### src/rtl/perceptron_trainer.sv
// Perceptron-rule trainer for a 2-input neuron: runs epochs over a latched 4-entry
// truth table, updating saturating signed weights/bias until an error-free epoch or the epoch limit.
module perceptron_trainer #(
  parameter int W          = 8,
  parameter int LR         = 1,
  parameter int MAX_EPOCHS = 64,
  parameter int INIT_W0    = 0,
  parameter int INIT_W1    = 0,
  parameter int INIT_BIAS  = 0
) (
  input  logic         Clk,
  input  logic         Reset,
  input  logic         start,
  input  logic [3:0]   target,
  output logic [W-1:0] w0,
  output logic [W-1:0] w1,
  output logic [W-1:0] bias,
  output logic         busy,
  output logic         done,
  output logic         converged,
  output logic [7:0]   epoch_count
);

  typedef enum logic [1:0] {IDLE, SAMPLE, CHECK, DONE} state_t;

  localparam logic signed [W+1:0] MAXV = {3'b000, {(W-1){1'b1}}};
  localparam logic signed [W+1:0] MINV = {3'b111, {(W-1){1'b0}}};
  localparam logic signed [W+1:0] STEP = LR[W+1:0];
  localparam logic [W-1:0]        IW0  = INIT_W0[W-1:0];
  localparam logic [W-1:0]        IW1  = INIT_W1[W-1:0];
  localparam logic [W-1:0]        IB   = INIT_BIAS[W-1:0];
  localparam logic [7:0]          MAXE = MAX_EPOCHS[7:0];

  state_t       state_q, state_d;
  logic [1:0]   idx_q, idx_d;
  logic [3:0]   tgt_q, tgt_d;
  logic [W-1:0] w0_q, w0_d, w1_q, w1_d, bias_q, bias_d;
  logic [2:0]   err_cnt_q, err_cnt_d;
  logic [7:0]   epoch_q, epoch_d;
  logic         busy_q, busy_d, done_q, done_d, conv_q, conv_d;

  logic                x0, x1, y, t;
  logic signed [W+1:0] sum, delta;

  // Sign-extend, add, and clamp to the W-bit signed range instead of wrapping.
  function automatic logic [W-1:0] sat_add(input logic [W-1:0] a,
                                           input logic signed [W+1:0] d);
    logic signed [W+1:0] s;
    s = signed'({{2{a[W-1]}}, a}) + d;
    if (s > MAXV) return MAXV[W-1:0];
    if (s < MINV) return MINV[W-1:0];
    return s[W-1:0];
  endfunction

  always_comb begin
    state_d   = state_q;
    idx_d     = idx_q;
    tgt_d     = tgt_q;
    w0_d      = w0_q;
    w1_d      = w1_q;
    bias_d    = bias_q;
    err_cnt_d = err_cnt_q;
    epoch_d   = epoch_q;
    busy_d    = busy_q;
    done_d    = done_q;
    conv_d    = conv_q;

    x0  = idx_q[1];
    x1  = idx_q[0];
    sum = (x0 ? signed'({{2{w0_q[W-1]}}, w0_q}) : '0)
        + (x1 ? signed'({{2{w1_q[W-1]}}, w1_q}) : '0)
        + signed'({{2{bias_q[W-1]}}, bias_q});
    y     = !sum[W+1] && (sum != '0);
    t     = tgt_q[idx_q];
    delta = t ? STEP : -STEP;

    case (state_q)
      IDLE, DONE: begin
        if (start) begin
          state_d   = SAMPLE;
          tgt_d     = target;
          w0_d      = IW0;
          w1_d      = IW1;
          bias_d    = IB;
          epoch_d   = '0;
          err_cnt_d = '0;
          idx_d     = '0;
          busy_d    = 1'b1;
          done_d    = 1'b0;
          conv_d    = 1'b0;
        end
      end
      SAMPLE: begin
        if (t != y) begin
          if (x0) w0_d = sat_add(w0_q, delta);
          if (x1) w1_d = sat_add(w1_q, delta);
          bias_d    = sat_add(bias_q, delta);
          err_cnt_d = err_cnt_q + 3'd1;
        end
        idx_d = idx_q + 2'd1;
        if (idx_q == 2'd3) state_d = CHECK;
      end
      CHECK: begin
        epoch_d = epoch_q + 8'd1;
        if (err_cnt_q == '0 || epoch_d == MAXE) begin
          state_d = DONE;
          busy_d  = 1'b0;
          done_d  = 1'b1;
          conv_d  = (err_cnt_q == '0);
        end else begin
          state_d   = SAMPLE;
          err_cnt_d = '0;
          idx_d     = '0;
        end
      end
      default: state_d = IDLE;
    endcase
  end

  always_ff @(posedge Clk) begin
    if (Reset) begin
      state_q   <= IDLE;
      idx_q     <= '0;
      tgt_q     <= '0;
      w0_q      <= IW0;
      w1_q      <= IW1;
      bias_q    <= IB;
      err_cnt_q <= '0;
      epoch_q   <= '0;
      busy_q    <= 1'b0;
      done_q    <= 1'b0;
      conv_q    <= 1'b0;
    end else begin
      state_q   <= state_d;
      idx_q     <= idx_d;
      tgt_q     <= tgt_d;
      w0_q      <= w0_d;
      w1_q      <= w1_d;
      bias_q    <= bias_d;
      err_cnt_q <= err_cnt_d;
      epoch_q   <= epoch_d;
      busy_q    <= busy_d;
      done_q    <= done_d;
      conv_q    <= conv_d;
    end
  end

  assign w0          = w0_q;
  assign w1          = w1_q;
  assign bias        = bias_q;
  assign busy        = busy_q;
  assign done        = done_q;
  assign converged   = conv_q;
  assign epoch_count = epoch_q;

endmodule

### config.mk
export PLATFORM = sky130hd
export DESIGN_NAME = perceptron_trainer
export DESIGN_NICKNAME = d
export VERILOG_FILES = /design/src/rtl/perceptron_trainer.sv
export SDC_FILE = /design/constraint.sdc
export NUM_CORES = 1
export LEC_CHECK = 0
export CAP_MARGIN = 20
export CORE_UTILIZATION = 30
export CTS_BUF_LIST = sky130_fd_sc_hd__clkbuf_16
export DETAILED_ROUTE_END_ITERATION = 7
export GPL_TIMING_DRIVEN = 0
export SYNTH_ARGS = -nofsm -noshare
export SYNTH_HDL_FRONTEND = slang
export SYNTH_SLANG_ARGS = --single-unit
### constraint.sdc
create_clock -name Clk -period 7.2 [get_ports Clk]
set_input_delay 0.72 -clock Clk [delete_from_list [all_inputs] [get_ports Clk]]
set_output_delay 0.72 -clock Clk [all_outputs]
set_load 0.005 [all_outputs]
Word level (Yosys, flattened, before mapping)
Cells that the tools add are included.

storage, ports and cells
  bits in registers = 46
  logic and storage cells = 128

operators by class
  add/subtract/negate cells = 8
  order comparisons = 7
  equal/unequal tests = 13
  multiplexer cells = 71
  reduce and logical (&&, ||, !) cells = 18

operators with widths
  kind                   count
  $mux W8                18
  $pmux W8 S2            4
  $mux W1                31
  $add A8 B10 Y10        3
  $gt A10 B8 Y1 const B  3
  $lt A10 B8 Y1 const B  3
  $mux W10               3
  $add A10 B10 Y10       2
  $ne A2 B2 Y1 const B   7
  $pmux W2 S3            2
  $mux W2                5
  $reduce_bool A10 Y1    1
  $mux W3                3
  $pmux W3 S3            1
  $reduce_and A3 Y1      3
  $add A8 B1 Y8 const B  1
  $eq A8 B7 Y1 const B   1
  $reduce_and A2 Y1      4
  $reduce_and A4 Y1      2
  $eq A2 B2 Y1 const B   3
  $pmux W1 S2            3
  $reduce_bool A2 Y1     2
  $add A3 B1 Y3 const B  1
  $logic_not A3 Y1       1
  10 further kinds       10

Depth between registers and ports, before layout
  depth after elaboration = 18
  mapped depth = 13

Least setup slack after synthesis
No wires, ideal clock.

  kind = flip-flop to flip-flop
  start = reg idx_q[0]
  end = reg bias_q[0], in the netlist bias[0]
  setup time = 0.092 ns
  arrival = 3.698 ns
  slack = 3.409 ns
  cell stages (with the launch flop) = 14
  period minus slack after synthesis = 3.791 ns
  cell sequence = dfxtp_1 > clkbuf_1 > and2_1 > fa_1 > ha_1 > fa_1 > a21oi_1 > o21ai_1 > a211o_1 > a221oi_2 > mux2i_1 > buf_2 > nor2_1 > o32ai_1

on the way
  word-level cells in the longest chain between the ends = 13
  elaborated cells on any way between the ends = 27

RTL lines
  what                           RTL line  RTL
  from (decl)                    35        logic [1:0] idx_q, idx_d;
  from (signal assigned)         135       idx_q <= idx_d;
  $bmux W1 S2                    74        t = tgt_q[idx_q];
  $mux W1 (not written as such)  74
  $mux W10                       75        delta = t ? STEP : -STEP;
  $add A8 B10 Y10                49        s = signed'({{2{a[W-1]}}, a}) + d;
  $lt A10 B8 Y1                  51        if (s < MINV) return MINV[W-1:0];
  $mux W1 (2 in a row)           51
  $mux W1                        94        if (t != y) begin
  $mux W1                        77        case (state_q)
  $mux W8                        52        return s[W-1:0];
  $mux W8                        51
  $mux W8                        94
  $pmux W8 S2                    77
  to (signal assigned)           139       bias_q <= bias_d;
  to (decl)                      37        logic [W-1:0] w0_q, w0_d, w1_q, w1_d, bias_q, bias_d;

Several ways; a longest one is shown, not always the timed one. The select of a mux whose other input is x is not followed.
A chain may end at the register's enable or synchronous reset.

Worst setup path in the final report
Ends and elaborated chain as after synthesis.

==> impl_metrics.py <==
metrics = {
    "worst_hold_path": {
        "hp-start": "tgt_q[3]",
        "hold_class": "reg -> reg",
    },
    "clock_network": {
        "cts_resized": 0,
        "cts_buffer_depth": 2,
        "cts-root-buf": "clkbuf_16",
        "cts_tree": "yes",
        "htreeDepth": 2,
        "clock-sinks": 46,
        "path_clk_slew_ps": 70,
        "cts-buffers-inserted": 5,
        "cts_hold_buf": 0,
        "insertion_delay_ps": 290,
        "cts_setup_buffers": 0,
    },
    "timing": {
        "fin_crit_ps": 4640,
        "finalCritPeriodShare": 0.645,
        "setup_tns_ps": 0,
        "setup_viol": 0,
        "tightest_slew_ps": 807,
        "hold_viol_final": 0,
        "fmax_mhz": 215,
        "fin_skew_ps": 7.60,
        "report.final.slew_viol_count": 0,
        "worst_slack_ps": 2560,
        "rsz0062_at_grt": "no",
        "relSlewSlack": 0.459,
        "fin_hold_ws_ps": 461,
    },
    "place": {
        "gp_congestion": 0.832,
        "placed_cells": 729,
        "io_buffer_count": 40,
        "dp_hpwl_um": 8440,
        "dp_slack_ps": 2660,
    },
    "finish": {
        "drive_gt1_frac": 0.0427,
        "area_delta_synth_final_pct": 20.3,
        "layout.cells.non_filler": 738,
        "n_fill_cell": 1372,
        "n_antenna_cell": 0,
        "nNetsFinal": 619,
    },
    "worst_setup_path": {
        "crit_required_ps": 7390,
        "rr_startpoint": "idx_q[0]",
        "crit_type": "reg -> reg",
        "slowest_stage": "mux2i_1",
        "cp_cell_sequence": "clkbuf_1 -> and2_1 -> fa_1 -> ha_1 -> fa_1 -> xor2_1 -> nor4_1 -> o211ai_1 -> a221oi_2 -> mux2i_1 -> buf_2 -> nor2_1 -> o32ai_1",
        "crit_path_start": "idx_q[0]",
        "startpoint_type": "register",
        "crit_family": "adder cells",
        "cp_max_fo": 10,
        "worst_setup_path_end_kind": "register",
        "arrival_ps": 4830,
        "cp_common_cell": "fa_1",
        "crit_path_max_incr_delay_ps": 620,
        "crit_buf_inv": 2,
    },
    "routing": {
        "routed_wl_um": 11000,
        "drc_errors": 0,
        "ant_nets": 0,
        "first_iter_violations": 319,
        "post_drt_wl_per_cell_um": 14.9,
        "dr.pass1.iters": 5,
        "vias_per_cell": 5.33,
        "vias": 3931,
    },
    "floorplan": {
        "die-area_um2": 14000,
        "start_util": 0.307,
        "rows": 42,
        "die_w_um": 118,
        "die_y_um": 118,
        "core-area_um2": 13200,
        "io_pins": 42,
    },
    "logic_synthesis": {
        "ys_ff_latch": 46,
        "ys_seq_area_frac": 0.228,
        "synthCells": 512,
        "synth_edf_count": 0,
        "yosys_warnings": 0,
        "synth_ff_type": "dfxtp_1",
        "syn-cell-area_um2": 4050,
        "synth_cell_types": 58,
        "async_reset_ff_frac": 0,
        "avgSynthCellArea_um2": 7.90,
        "synthesis.nets": 570,
    },
    "grt": {
        "grt_overflow_total": 0,
        "antenna_found_initial": 0,
        "grt_pass1_vias": 3780,
        "track_usage": 0.159,
        "grt_max_degree": 28,
        "grt_pass1_wl_um": 18100,
    },
    "power_and_ir_drop": {
        "peakVddDrop_mv": 0.115,
        "powerDensity_nw_per_um2": 268,
        "power_leakage_nw": 1.88,
    },
    "outcome": {
        "status": "finished clean",
    },
    "run": {
        "drv_cap": 0,
    },
}
## layout by cell type (no fill, tap or decap), types with 3 or more instances in the layout
cell / Yosys / layout
a211o_1: 3 / 3
a211oi_1: 15 / 15
a21boi_0: 6 / 6
a21o_1: 8 / 8
a21oi_1: 49 / 49
a221oi_1: 4 / 4
a22oi_1: 3 / 3
a31oi_1: 7 / 7
and2_1: 20 / 20
buf_2: 4 / 5
clkbuf_1: 13 / 13
clkbuf_16: 0 / 5
clkdlybuf4s50_1: 0 / 40
dfxtp_1: 46 / 46
fa_1: 12 / 12
ha_1: 39 / 39
inv_1: 40 / 41
mux2i_1: 4 / 4
nand2_1: 37 / 37
nand2b_1: 8 / 8
nand3_1: 25 / 25
nor2_1: 40 / 40
nor2b_1: 3 / 3
nor3_1: 12 / 12
o211ai_1: 12 / 12
o21a_1: 4 / 4
o21ai_0: 25 / 25
o21ai_1: 3 / 3
o31ai_1: 3 / 3
o32ai_1: 12 / 12
or2_2: 3 / 3
or3_1: 5 / 5
or4_1: 3 / 3
xnor2_1: 7 / 7
xor2_1: 7 / 7
## routing by layer
metal  global-route usage  vias to the layer above  routed length, µm
li1                     -                     1980                  -
met5                    0                        -                  0
met2                0.261                      104               4970
met3               0.0188                       18                448
met4               0.0489                        0                229
met1                0.217                     1829               5330
## cell usage after synthesis (all sizes together), types with 3 or more instances
library cell,n,share of area
a211o,3,0.0065
a211oi,16,0.033
a21boi,6,0.011
a21o,8,0.015
a21oi,49,0.061
a221oi,5,0.012
a22oi,3,0.0056
a31oi,7,0.011
and2,20,0.031
buf,4,0.0049
clkbuf,13,0.012
dfxtp,46,0.23
fa,12,0.059
ha,39,0.12
inv,40,0.037
mux2i,4,0.0099
nand2,37,0.034
nand2b,8,0.012
nand3,25,0.031
nor2,40,0.037
nor2b,3,0.0046
nor3,12,0.015
o211ai,12,0.022
o21a,4,0.0074
o21ai,28,0.035
o31ai,4,0.0087
o32ai,12,0.026
or2,3,0.0046
or3,5,0.0077
or4,3,0.0056
xnor2,7,0.015
xor2,7,0.015
## flip-flops by register name, indices dropped and copies added, names as in the netlist
| name | cells |
|---|---|
| tgt_q | 4 |
| epoch_count | 8 |
| state_q | 2 |
| busy | 1 |
| bias | 8 |
| idx_q | 2 |
| done | 1 |
| converged | 1 |
| err_cnt_q | 3 |
| w0 | 8 |
| w1 | 8 |
## path summary, 6_finish.rpt
path         cells past startpoint  slack [ps]       end
max reg2reg                     13        2560   bias[0]
min                              2         460  tgt_q[3]
max                             13        2560   bias[0]
min reg2reg                      2         460  tgt_q[3]
## metrics by stage
| stage | total power [mW] | util | area, µm² |
|---|---|---|---|
| global placement | 1.01 | 0.354 | 4670 |
| CTS | 1.30 | 0.367 | 4840 |
| finish | 1.30 | 0.369 | 4870 |
| detailed placement | 1.03 | 0.354 | 4670 |
| global route | 1.41 | 0.369 | 4870 |
| floorplan | 0.833 | - | 4050 |
## worst min-delay path, delay by kind of cell (launching register included)
family / cells / cell delay [ps]
AND/OR/NAND/NOR: 1 / 50
flip-flops: 1 / 310
AO/OA/AOI/OAI: 1 / 50
## final cells by class
cell class              instances  area (µm²)  share of cell area
multi-input cells             408        2900               0.597
flip-flops and latches         46         921               0.189
repair buffers                 42         433              0.0890
well taps                     176         220              0.0453
inverters                      41         154              0.0316
clock buffers                   5         125              0.0257
plain buffers                  17        68.8              0.0141
clock inverters                 3        41.3             0.00849
## logic make-up after synthesis
| logic type | count (synthesis) | share of synthesized area |
|---|---|---|
| AOI/OAI and AO/OA | 175 | 0.294 |
| and+or+nand+nor | 161 | 0.192 |
| buffers and inverters | 58 | 0.0550 |
| adders and majority gates | 51 | 0.180 |
| DFF | 46 | 0.228 |
| xor gates and xnor gates | 14 | 0.0303 |
| muxes | 7 | 0.0210 |
## power breakdown
group | internal (mW) | switching (mW) | leakage, nW
Clock | 0.163 | 0.102 | 0.0812
Combinational | 0.304 | 0.406 | 1.42
Sequential | 0.286 | 0.0427 | 0.374
Total | 0.752 | 0.550 | 1.88
No activity file was read; power rests on OpenSTA's default activity.
